[src/rtl/multiplier_limb_seq.sv]
// -----------------------------------------------------------------------------
// multiplier_limb_seq
//
// Sequential MUL_SIZE x MUL_SIZE multiplier built from a single LIMB x LIMB
// multiplier. Operands are split into N = MUL_SIZE/LIMB limbs. One partial
// product is accumulated per cycle (j inner, i outer) into a full-width
// 2*MUL_SIZE accumulator, so the final value is the exact product. res shows
// the slice [OUT_LO+OUT_W-1:OUT_LO] of the accumulator.
//
// Optional feature: define MUL_DSP_PREG_EN to insert a pipeline register
// between the limb multiplier and the accumulator (one extra cycle of latency,
// identical results).
//
// Ports:
//   clk        clock, rising edge
//   rst_n      asynchronous active-low reset
//   in_valid   operands a/b present
//   in_ready   block accepts operands (IDLE only)
//   a, b       MUL_SIZE-bit multiplicand / multiplier
//   out_valid  res holds a finished result (DONE only)
//   out_ready  consumer takes the result
//   res        OUT_W-bit product slice starting at bit OUT_LO
// -----------------------------------------------------------------------------
module multiplier_limb_seq #(
    parameter int MUL_SIZE = 66,
    parameter int LIMB     = 22,
    parameter int OUT_LO   = 64,
    parameter int OUT_W    = 64
) (
    input  logic                clk,
    input  logic                rst_n,
    input  logic                in_valid,
    output logic                in_ready,
    input  logic [MUL_SIZE-1:0] a,
    input  logic [MUL_SIZE-1:0] b,
    output logic                out_valid,
    input  logic                out_ready,
    output logic [OUT_W-1:0]    res
);

    localparam int N  = MUL_SIZE / LIMB;
    localparam int IW = (N > 1) ? $clog2(N) : 1;
    localparam int PW = 2 * MUL_SIZE;
    localparam int LW = 2 * LIMB;

    // Elaboration-time parameter sanity checks
    if (MUL_SIZE % LIMB != 0) begin : gen_bad_limb
        $error("MUL_SIZE must be an integer multiple of LIMB");
    end
    if (OUT_LO + OUT_W > 2 * MUL_SIZE) begin : gen_bad_slice
        $error("OUT_LO + OUT_W must not exceed 2*MUL_SIZE");
    end

    typedef enum logic [1:0] {
        StIdle,
        StMul,
        StDone
    } state_t;

    state_t              state_q;
    logic                in_ready_q;
    logic                out_valid_q;
    logic [MUL_SIZE-1:0] a_q;
    logic [MUL_SIZE-1:0] b_q;
    logic [PW-1:0]       acc_q;
    logic [IW-1:0]       i_q;
    logic [IW-1:0]       j_q;

    logic [LIMB-1:0]     a_limb;
    logic [LIMB-1:0]     b_limb;
    logic [LW-1:0]       prod;
    logic [IW:0]         cur_sh;
    logic                last_term;

    logic [LW-1:0]       add_prod;
    logic [IW:0]         add_sh;
    logic [PW-1:0]       addend;

`ifdef MUL_DSP_PREG_EN
    logic [LW-1:0]       pp_q;
    logic [IW:0]         sh_q;
    logic                pp_vld_q;
    logic                issue_done_q;
`endif

    // Limb multiplier on the currently indexed limbs
    always_comb begin
        a_limb    = a_q[i_q*LIMB +: LIMB];
        b_limb    = b_q[j_q*LIMB +: LIMB];
        prod      = LW'(a_limb) * LW'(b_limb);
        cur_sh    = {1'b0, i_q} + {1'b0, j_q};
        last_term = (i_q == IW'(N - 1)) && (j_q == IW'(N - 1));
    end

    // Source of the term added to the accumulator: direct or registered
    always_comb begin
`ifdef MUL_DSP_PREG_EN
        add_prod = pp_q;
        add_sh   = sh_q;
`else
        add_prod = prod;
        add_sh   = cur_sh;
`endif
        addend = PW'(add_prod) << (LIMB * int'(add_sh));
    end

    always_ff @(posedge clk or negedge rst_n) begin
        if (!rst_n) begin
            state_q      <= StIdle;
            in_ready_q   <= 1'b1;
            out_valid_q  <= 1'b0;
            a_q          <= '0;
            b_q          <= '0;
            acc_q        <= '0;
            i_q          <= '0;
            j_q          <= '0;
`ifdef MUL_DSP_PREG_EN
            pp_q         <= '0;
            sh_q         <= '0;
            pp_vld_q     <= 1'b0;
            issue_done_q <= 1'b0;
`endif
        end else begin
            unique case (state_q)
                StIdle: begin
                    if (in_valid) begin
                        a_q          <= a;
                        b_q          <= b;
                        acc_q        <= '0;
                        i_q          <= '0;
                        j_q          <= '0;
`ifdef MUL_DSP_PREG_EN
                        pp_vld_q     <= 1'b0;
                        issue_done_q <= 1'b0;
`endif
                        in_ready_q   <= 1'b0;
                        state_q      <= StMul;
                    end
                end

                StMul: begin
`ifdef MUL_DSP_PREG_EN
                    // Issue stage: register one partial product per cycle
                    if (!issue_done_q) begin
                        pp_q     <= prod;
                        sh_q     <= cur_sh;
                        pp_vld_q <= 1'b1;
                        if (last_term) begin
                            issue_done_q <= 1'b1;
                            i_q          <= '0;
                            j_q          <= '0;
                        end else if (j_q == IW'(N - 1)) begin
                            j_q <= '0;
                            i_q <= i_q + 1'b1;
                        end else begin
                            j_q <= j_q + 1'b1;
                        end
                    end else begin
                        pp_vld_q <= 1'b0;
                    end
                    // Accumulate stage; once issuing is done the pending term is the last
                    if (pp_vld_q) begin
                        acc_q <= acc_q + addend;
                        if (issue_done_q) begin
                            out_valid_q <= 1'b1;
                            state_q     <= StDone;
                        end
                    end
`else
                    acc_q <= acc_q + addend;
                    if (last_term) begin
                        i_q         <= '0;
                        j_q         <= '0;
                        out_valid_q <= 1'b1;
                        state_q     <= StDone;
                    end else if (j_q == IW'(N - 1)) begin
                        j_q <= '0;
                        i_q <= i_q + 1'b1;
                    end else begin
                        j_q <= j_q + 1'b1;
                    end
`endif
                end

                StDone: begin
                    if (out_ready) begin
                        out_valid_q <= 1'b0;
                        in_ready_q  <= 1'b1;
                        state_q     <= StIdle;
                    end
                end

                default: begin
                    out_valid_q <= 1'b0;
                    in_ready_q  <= 1'b1;
                    state_q     <= StIdle;
                end
            endcase
        end
    end

    assign in_ready  = in_ready_q;
    assign out_valid = out_valid_q;
    assign res       = acc_q[OUT_LO +: OUT_W];

endmodule

[config.mk]
export PLATFORM = sky130hd
export DESIGN_NAME = multiplier_limb_seq
export DESIGN_NICKNAME = d
export VERILOG_FILES = /design/src/rtl/multiplier_limb_seq.sv
export SDC_FILE = /design/constraint.sdc
export NUM_CORES = 2
export LEC_CHECK = 0
export BUFFER_PORTS_ARGS = -buffer_cell sky130_fd_sc_hd__buf_2
export CORE_ASPECT_RATIO = 2
export CORE_MARGIN = 2
export CORE_UTILIZATION = 55
export CTS_CLUSTER_DIAMETER = 50
export DETAILED_ROUTE_END_ITERATION = 7
export GPL_TIMING_DRIVEN = 1
export PLACE_DENSITY = 0.76
export SYNTH_ARGS = -nofsm -noshare
export SYNTH_HDL_FRONTEND = slang
export SYNTH_SLANG_ARGS = --single-unit
[constraint.sdc]
create_clock -name clk -period 15.41 [get_ports clk]
set_input_delay 4.623 -clock clk [delete_from_list [all_inputs] [get_ports clk]]
set_output_delay 4.623 -clock clk [all_outputs]
set_load 0.005 [all_outputs]
==> impl_metrics.toml <==
[placed_design]
dp_slack_ns = 1.908
gpl.final_weighted_congestion = 1.039
port-buffer-count = 201
place.detailed.hpwl_um = 105400
placed_cell_area_sq_um = 40180

[layout]
post_route_cells_drive_above_1_share_pct = 11.37
final_cell_mix = "636 x nand2_1, 506 x nor2_1, 437 x inv_1, 399 x fa_1, 335 x a21oi_1"
mostFrequentLayoutCell = "nand2_1"
multi_input_gate_area_in_the_final_layout_sq_um = 29170
final_area_sq_um = 41230
design.final.nets = 5530
areaGrowthSynthToFinish_pct = 5.720
final-seq-area_sq_um = 6708
nFillCells = 6339

[sta]
final_setup_violation_count = 0
rsz0062_at_grt = "no"
maxSlewViolCount = 0
finalSetupTns_ns = 0
fin_crit_ns = 13.84
final.period_utilization_pct = 89.84
timing.final.hold_violations = 0
max_slew_margin_pct = 8.100
maxClockFrequency_ghz = 0.07223
post-route-worst-setup-slack_ns = 1.565
tightestPinTransition_ns = 1.364
finalClockSkew_ns = 0.05906

[hold_path]
worstHoldPathCells = 2
hold_path_class = "flop to flop"

[clock_tree]
number_of_h_tree_branching_levels = 1
cts_buf_count = 30
clock_tree.buffer_depth = 3
hold_bufs_at_cts = 0
clkSlewWorstSetupHoldPaths_ns = 0.07
post_cts.repair.setup_buffers = 0
worst_skew_pair.late_latency_ns = 0.65
tritoncts = "built"
postCtsResizedCells = 0
ctsRootBufferMaster = "clkbuf_16"
clock_sink_count = 268

[synthesis]
syn_avg_cell_area_sq_um = 8.210
postSynthCellCount = 4750
postSynthRegisterBits = 268
mappedNetlistNets = 5579
synth_enable_flop_cells = 0
synth-main-ff-cell = "dfrtp_1"
synth-warning-count = 0
synth_cell_type_count = 101
synthArstFlopShare_pct = 100.0
sequential_share_of_the_synthesized_area_pct = 17.20
synth_area_sq_um = 39000

[worst_setup_path]
worstPathMaxFanout = 15
cp_startpoint = "j_q[1]$_DFFE_PN0P_"
crit_path_max_incr_delay_ns = 0.80
timing.critical_path.required_ns = 15.91
reg2reg_from = "j_q[1]$_DFFE_PN0P_"
worstPathArrival_ns = 14.35
worstSetupPathType = "flop to flop"
worst_reg2reg_endpoint = "acc_q[124]$_DFFE_PN0P_"
crit_top_cell = "fa_1"
rr_worst_depth = 41
worst-r2r-setup-slack_ns = 1.57
crit_path_end = "acc_q[124]$_DFFE_PN0P_"
timing.critical_path.to_type = "flop"
critPathLaunchType = "flop"
critical-path-slowest-cell = "a21oi_2"

[floorplanning]
core_sq_um = 70450
die_area_sq_um = 73180
placement_rows = 138
chip_height_um = 380.6
top_level_ports = 202
die_width_um = 192.3
initial_core_util_pct = 55.36

[route]
drt_pre_antenna_iters = 6
vias = 35410
per_cell_via_count_in_the_routed_design = 6.281
detail_route.drc_violations = 0
drt.antenna.violating_nets = 0
wire_per_inst_um = 23.53
drt-total-wl_um = 132600
drtIter0Drc = 3443

[global_route]
grt_max_degree = 150
grt_first_pass_wirelength_um = 205800
global_route.overflow_total = 0
antenna_found_initial = 2
globalRouteTotalUtil_pct = 36.62
vias_in_the_first_global_route = 35780

[run]
cap_violations = 0

[run_status]
outcome = "complete, no violations"
flip-flops by register name (all words and copies together) (netlist names):
signal,count
b_q,66
in_ready,1
state_q,2
i_q,2
j_q,2
acc_q,128
out_valid,1
a_q,66
routing by layer:
layer / global-route usage (%) / share of wire (%) / up-vias / wire length, um
met5: 0 / 0.0098 / - / 13
met3: 6.742 / 9.5 / 427 / 12590
met2: 57.48 / 45 / 1863 / 59720
met4: 18.59 / 6.2 / 2 / 8160
li1: - / - / 15870 / -
met1: 48.15 / 39 / 17240 / 52170
cell type report:
type / instances / area share, %
repair buffers: 266 / 3.678
well taps: 910 / 2.762
diodes: 3 / 0.01821
inverters: 439 / 3.997
clock buffers: 38 / 2.064
clock inverters: 17 / 0.4552
multi-input cells: 3696 / 70.76
flip-flops and latches: 268 / 16.27
worst min-delay path by stage:
stage                           startpoint                      to  slack, ns
floorplan           acc_q[127]$_DFFE_PN0P_  acc_q[127]$_DFFE_PN0P_       0.45
global placement    acc_q[127]$_DFFE_PN0P_  acc_q[127]$_DFFE_PN0P_       0.46
detailed placement   acc_q[58]$_DFFE_PN0P_   acc_q[58]$_DFFE_PN0P_       0.48
CTS                  acc_q[60]$_DFFE_PN0P_   acc_q[60]$_DFFE_PN0P_       0.49
global route         acc_q[52]$_DFFE_PN0P_   acc_q[52]$_DFFE_PN0P_       0.52
finish               acc_q[60]$_DFFE_PN0P_   acc_q[60]$_DFFE_PN0P_       0.49
kinds of logic after synthesis:
logic type / count (synthesis) / synth area share, %
compound gates: 1090 / 17.25
xor+xnor: 168 / 3.773
fa+ha+maj: 693 / 29.93
buf+inv: 786 / 8.229
flops: 268 / 17.20
mux: 252 / 7.132
simple gates: 1493 / 16.48
through the flow:
step | util [%] | std cells | hold WS, ns
floorplan | - | 4750 | 0.4518
global placement | 57.04 | 5579 | 0.4612
detailed placement | 57.04 | 5579 | 0.4775
CTS | 58.51 | 5634 | 0.4927
global route | 58.51 | 5634 | 0.5171
finish | 58.53 | 5637 | 0.4906
synthesized netlist by cell type (11+ instances only):
master | n | share of area (%)
a211oi_1 | 15 | 0.29
a21o_1 | 125 | 2.4
a21oi_1 | 344 | 4.4
a22o_1 | 20 | 0.45
a31oi_1 | 32 | 0.51
and2_1 | 32 | 0.51
and3_1 | 26 | 0.42
and4_1 | 11 | 0.25
buf_1 | 23 | 0.22
buf_4 | 64 | 1.2
clkbuf_1 | 250 | 2.4
dfrtp_1 | 267 | 17
fa_1 | 400 | 21
ha_1 | 293 | 9.4
inv_1 | 437 | 4.2
mux2_2 | 156 | 4.5
mux2i_1 | 90 | 2.3
nand2_1 | 637 | 6.1
nand2b_1 | 21 | 0.34
nand3_1 | 43 | 0.55
nand4_1 | 66 | 1.1
nor2_1 | 507 | 4.9
nor2b_1 | 28 | 0.45
nor3_1 | 60 | 0.77
nor4_1 | 11 | 0.18
o211ai_1 | 19 | 0.37
o21a_1 | 20 | 0.38
o21ai_0 | 236 | 3.0
o21ai_1 | 63 | 0.81
o21bai_1 | 37 | 0.71
o22ai_1 | 50 | 0.80
or3_1 | 19 | 0.30
xnor2_1 | 100 | 2.2
xor2_1 | 68 | 1.5
critical path: cells and delay by family, from the launching register on:
family          cells  cell delay [ns]
compound gates     17             4.56
fa+ha+maj           9             4.50
simple gates        7             1.91
mux                 3             1.10
flops               1             0.79
buf+inv             3             0.51
xor+xnor            2             0.35
Power is left out: the tool's default activity adds up to more than one toggle a clock period on the data nets, which glitch-free logic cannot reach.
